### src/rtl/pipeline_hazard_unit.sv
// pipeline_hazard_unit
// Central stall, flush and forwarding controller for the five-stage pipeline.
// It arbitrates cache waits, halt, branch mispredicts, load-use hazards and
// fetch misses into one stall code plus flush strobes and a PC enable. It also
// produces the operand forwarding selects and counts cycles where the PC is held.

module pipeline_hazard_unit (
  input  logic        CLK,
  input  logic        RST,
  input  logic        ihit,
  input  logic        dhit,
  input  logic [4:0]  ifid_rs,
  input  logic [4:0]  ifid_rt,
  input  logic        ifid_uses_rt,
  input  logic        idex_RegWr,
  input  logic        idex_DataRead,
  input  logic [4:0]  idex_wsel,
  input  logic        exmem_RegWr,
  input  logic        exmem_DataRead,
  input  logic        exmem_DataWrite,
  input  logic [4:0]  exmem_wsel,
  input  logic        ex_mispredict,
  input  logic        memwb_Halt,
  output logic [2:0]  stall,
  output logic        pc_en,
  output logic        ifid_flush,
  output logic        idex_flush,
  output logic        fwd_exmem_a,
  output logic        fwd_memwb_a,
  output logic        fwd_exmem_b,
  output logic        fwd_memwb_b,
  output logic        halted,
  output logic [31:0] stall_count
);

  localparam logic [2:0] NO_STALL   = 3'd0;
  localparam logic [2:0] IFID_STALL = 3'd1;
  localparam logic [2:0] FULL_STALL = 3'd3;

  typedef enum logic [1:0] {
    RUN    = 2'd0,
    DWAIT  = 2'd1,
    HALTED = 2'd2
  } state_t;

  state_t      state_q, state_d;
  logic        ihitSeen_q, ihitSeen_d;
  logic [31:0] stallCount_q, stallCount_d;

  logic dmiss;
  logic lduse;
  logic ifetchOk;
  logic fwdExA, fwdMemA, fwdExB, fwdMemB;

  // Hazard terms shared by the priority chain; a fetch is good if the icache
  // hits now or hit earlier while the PC was being held.
  always_comb begin
    dmiss    = (exmem_DataRead | exmem_DataWrite) & ~dhit;
    lduse    = idex_DataRead & (idex_wsel != 5'd0) &
               ((idex_wsel == ifid_rs) | (ifid_uses_rt & (idex_wsel == ifid_rt)));
    ifetchOk = ihit | ihitSeen_q;
  end

  // Register state: state machine, remembered icache hit and stall counter.
  always_ff @(posedge CLK) begin
    if (RST) begin
      state_q      <= RUN;
      ihitSeen_q   <= 1'b0;
      stallCount_q <= 32'd0;
    end else begin
      state_q      <= state_d;
      ihitSeen_q   <= ihitSeen_d;
      stallCount_q <= stallCount_d;
    end
  end

  // Priority chain choosing stall code, PC enable, flushes and next state.
  // DWAIT only records that a data miss is outstanding; the outputs follow the
  // live dmiss input, so leaving DWAIT simply happens once dmiss drops.
  always_comb begin
    stall      = NO_STALL;
    pc_en      = 1'b0;
    ifid_flush = 1'b0;
    idex_flush = 1'b0;
    halted     = 1'b0;
    state_d    = state_q;
    if (RST) begin
      ifid_flush = 1'b1;
      idex_flush = 1'b1;
      state_d    = RUN;
    end else if (state_q == HALTED) begin
      stall  = FULL_STALL;
      halted = 1'b1;
    end else if (memwb_Halt) begin
      stall   = FULL_STALL;
      state_d = HALTED;
    end else if (dmiss) begin
      stall   = FULL_STALL;
      state_d = DWAIT;
    end else begin
      state_d = RUN;
      if (ex_mispredict) begin
        pc_en      = 1'b1;
        ifid_flush = 1'b1;
        idex_flush = 1'b1;
      end else if (lduse) begin
        stall      = IFID_STALL;
        idex_flush = 1'b1;
      end else if (!ifetchOk) begin
        ifid_flush = 1'b1;
      end else begin
        pc_en = 1'b1;
      end
    end
  end

  // Operand forwarding: the younger producer in EX wins over MEM, and register
  // zero never forwards. Not gated by stalls, only forced low during reset.
  always_comb begin
    fwdExA  = idex_RegWr & (idex_wsel != 5'd0) & (idex_wsel == ifid_rs);
    fwdExB  = idex_RegWr & (idex_wsel != 5'd0) & (idex_wsel == ifid_rt);
    fwdMemA = exmem_RegWr & (exmem_wsel != 5'd0) & (exmem_wsel == ifid_rs) & ~fwdExA;
    fwdMemB = exmem_RegWr & (exmem_wsel != 5'd0) & (exmem_wsel == ifid_rt) & ~fwdExB;
    fwd_exmem_a = fwdExA  & ~RST;
    fwd_memwb_a = fwdMemA & ~RST;
    fwd_exmem_b = fwdExB  & ~RST;
    fwd_memwb_b = fwdMemB & ~RST;
  end

  // Next value of the retained icache hit and the saturating stall counter.
  // Both are frozen once halted so the counter reflects only useful stalls.
  always_comb begin
    ihitSeen_d   = ihitSeen_q;
    stallCount_d = stallCount_q;
    if (pc_en) begin
      ihitSeen_d = 1'b0;
    end else if (ihit && (state_q != HALTED)) begin
      ihitSeen_d = 1'b1;
    end
    if (!pc_en && (state_q != HALTED) && (stallCount_q != 32'hFFFF_FFFF)) begin
      stallCount_d = stallCount_q + 32'd1;
    end
  end

  assign stall_count = stallCount_q;

endmodule

### config.mk
export PLATFORM = sky130hd
export DESIGN_NAME = pipeline_hazard_unit
export DESIGN_NICKNAME = d
export VERILOG_FILES = /design/src/rtl/pipeline_hazard_unit.sv
export SDC_FILE = /design/constraint.sdc
export NUM_CORES = 1
export LEC_CHECK = 0
export CORE_ASPECT_RATIO = 1.5
export CORE_MARGIN = 4
export CORE_UTILIZATION = 49
export DETAILED_ROUTE_END_ITERATION = 12
export PLACE_DENSITY = 0.95
export SYNTH_ARGS = -nofsm -noshare
export SYNTH_HDL_FRONTEND = slang
export SYNTH_SLANG_ARGS = --single-unit
### constraint.sdc
create_clock -name CLK -period 4.1 [get_ports CLK]
set_clock_uncertainty 0.1 [all_clocks]
set_input_delay 1.23 -clock CLK [delete_from_list [all_inputs] [get_ports CLK]]
set_output_delay 1.23 -clock CLK [all_outputs]
set_load 0.03 [all_outputs]
==> results.sh <==
export IMPL_muxShareOfSynthArea_pct=0.528
export IMPL_worst_slew_pin_slew_ns=0.601
export IMPL_timing_final_ws_setup_ns=-0.0117
export IMPL_ant_nets=0
export IMPL_worst_skew_pair_late_latency_ns=0.30
export IMPL_fin_crit_ns=4.11
export IMPL_synth_cell_types=43
export IMPL_cts_num_sinks=35
export IMPL_regArea_um2=701
export IMPL_hold_class="register to register"
export IMPL_crit_type="input pin to output port"
export IMPL_cts_buffers=5
export IMPL_wirelength_um=7030
export IMPL_reg2reg_from="stall_count[16]"
export IMPL_cts_tree="built"
export IMPL_synth_compound_area_share_pct=8.45
export IMPL_synth_area_leaders="dfxtp_1, xnor2_1, nor2_1"
export IMPL_grtUsageMet1_pct=25.3
export IMPL_min_delay_start="stall_count[5]"
export IMPL_hold_viol_final=0
export IMPL_synth_xor_area_share_pct=18.9
export IMPL_die_h_um=88.8
export IMPL_layout_drive_gt1_share_pct=20.9
export IMPL_cts_buffer_depth=2
export IMPL_portBuffers=73
export IMPL_slew_viol_final=0
export IMPL_endpoint_kind="output port"
export IMPL_start_util_pct=50.7
export IMPL_synth_fa_ha_area_share_pct=0.587
export IMPL_switching_share_pct=30.7
export IMPL_multi_input_area_mm2=0.00150
export IMPL_synth_area_leader_cell="dfxtp_1"
export IMPL_fin_nets=391
export IMPL_cell_internal_pwr_uw=552
export IMPL_syn_cell_area_mm2=0.00213
export IMPL_die_area_mm2=0.00549
export IMPL_hold_buffers=0
export IMPL_core_area_mm2=0.00421
export IMPL_arrival_ns=2.78
export IMPL_first_global_vias=2240
export IMPL_ys_warnings_count=0
export IMPL_syn_area_per_cell_um2=8.17
export IMPL_slowest_stage="clkdlybuf4s50_1"
export IMPL_power_frac_seq_pct=44.4
export IMPL_synth_edf_count=0
export IMPL_critical_path_cell_chain="clkdlybuf4s50_1, nor2b_1, o21ai_2, nor4_1, nand3_1, a31oi_1, buf_4"
export IMPL_synth_fp_nets=294
export IMPL_status="complete, but fails checks"
export IMPL_ir_worst_vdd_uv=315
export IMPL_max_slew_margin_rel_pct=59.9
export IMPL_critPathBufInv=2
export IMPL_grt_util_met2_pct=45.8
export IMPL_p_sw_uw=245
export IMPL_grt_busiest_layer="met2"
export IMPL_required_ns=2.77
export IMPL_violations="negative setup slack"
export IMPL_cts_max_level=2
export IMPL_netlist_area_leader_share_pct=32.9
export IMPL_diodes=0
export IMPL_pin_count=75
export IMPL_cap_violations=0
export IMPL_clkPwrFrac_pct=31.9
export IMPL_cp_startpoint="RST"
export IMPL_grt_util_met3_pct=7.01
export IMPL_hpwl_um=4740
export IMPL_max_freq_mhz=243
export IMPL_place_congestion=0.820
export IMPL_startpoint_type="input pin"
export IMPL_clk_root_buffer_cell="clkbuf_8"
export IMPL_dpl_worst_slack_ns=-0.152
export IMPL_setup_violations=1
export IMPL_power_density_mw_per_mm2=244
export IMPL_worst_path_max_fanout=2
export IMPL_synth_cells=261
export IMPL_vias_per_cell=5.73
export IMPL_fin_tns_setup_ns=-0.0117
export IMPL_comb_power_share_pct=23.6
export IMPL_die_w_um=61.9
export IMPL_drt_wirelength_per_cell_um=17.4
export IMPL_area_growth_pct=53.2
export IMPL_ys_seq_elements=35
export IMPL_leakagePower_uw=0.00123
export IMPL_critPathTopFamily="buffers and inverters"
export IMPL_num_rows=29
export IMPL_grt_max_degree=29
export IMPL_grt_overflow_total=0
export IMPL_period_share_pct=100
export IMPL_drc_errors=0
export IMPL_fillCellCount=290
export IMPL_async_reset_ff_share_pct=0
export IMPL_grt_pass1_wl_um=10200
export IMPL_grtUsageTotal_pct=25.0
export IMPL_drtPass1Iterations=5
export IMPL_yosysSeqAreaShare_pct=32.9
export IMPL_hold_worst_slack_ns=0.445
export IMPL_ys_flop_type="dfxtp_1"
export IMPL_yosys_area_share_simple_pct=35.7
export IMPL_antenna_found_initial=0
export IMPL_drt_iter0_markers=50
export IMPL_synth_top_family_by_area="simple AND/OR/NAND/NOR gates"
export IMPL_crit_path_max_incr_delay_ns=0.48
export IMPL_vias=2319
export IMPL_clk_pin_slew_ns=0.08
layout make-up:
cell class,count,area share [%]
Clock buffer,5,2.11
Multi-Input combinational cell,214,45.9
Tap cell,46,1.76
Sequential cell,35,21.4
Clock inverter,3,0.613
Timing Repair Buffer,100,28.0
Inverter,2,0.230
registers in the layout, summed over array words and instances, names as in the netlist:
signal / flops
ihitSeen_q: 1
state_q: 2
stall_count: 32
power by group through the flow:
stage	registers (µW)	clock network [µW]	logic, µW
CTS	354	258	172
finish	354	254	188
detailed placement	362	0	167
global placement	361	0	163
global route	355	273	198
floorplan	368	0	78.8
cell families (layout without fill, tap and decap cells):
group / count (synthesis) / after routing
AO/OA/AOI/OAI: 24 / 24
AND/OR/NAND/NOR: 141 / 141
buffers and inverters: 12 / 110
other: 1 / 1
flip-flops: 35 / 35
multiplexers: 1 / 1
adder cells (fa/ha/maj): 1 / 1
XOR/XNOR: 46 / 46
routing by layer:
layer  share of wire, %  up-vias
li1                   -     1113
met1                 35     1115
met2                 56       78
met3                6.4       13
met4                2.3        0
met5                  0        -
timing repair:
action,CTS,global route
buffers inserted,5,0
pin swaps,12,10
endpoints found under the setup margin,7,8
gates resized for setup,19,26
synth_stat cells (6+ instances only):
cell,number
a21oi_1,8
nand4_1,7
dfxtp_1,35
nand3_1,17
nor4_1,13
nor2_1,47
xnor2_1,39
nand2b_1,6
nand2_1,13
nor3_1,10
xor2_1,7
placed cells by master (no fill, tap or decap), types with 10 or more instances in the layout:
| cell | n |
|---|---|
| xnor2_1 | 31 |
| buf_4 | 34 |
| clkdlybuf4s50_1 | 45 |
| nand2_1 | 13 |
| dlygate4sd2_1 | 10 |
| nor4_1 | 12 |
| dfxtp_1 | 35 |
| nor2_1 | 46 |
| nand3_1 | 16 |
worst min-delay path: stages (launching register included):
cell     delay, ns
dfxtp_1       0.36
xnor2_1       0.08
nor2_1        0.07
path summary, 6_finish.rpt:
path	end	cells after the start	slack (ns)
setup reg to reg	stall_count[30]	6	1.38
setup / recovery	fwd_memwb_a	7	-0.01
hold reg to reg	stall_count[5]	2	0.44
hold / removal	stall_count[5]	2	0.44
through the flow:
step / instance area, µm² / std cells / total power (µW) / util, %
floorplan: 2130 / 261 / 447 / -
global placement: 3030 / 393 / 524 / 71.9
detailed placement: 3030 / 393 / 528 / 71.9
CTS: 3160 / 405 / 783 / 75.1
global route: 3270 / 405 / 826 / 77.6
finish: 3270 / 405 / 796 / 77.6
Power figures use the tool's default switching activity.
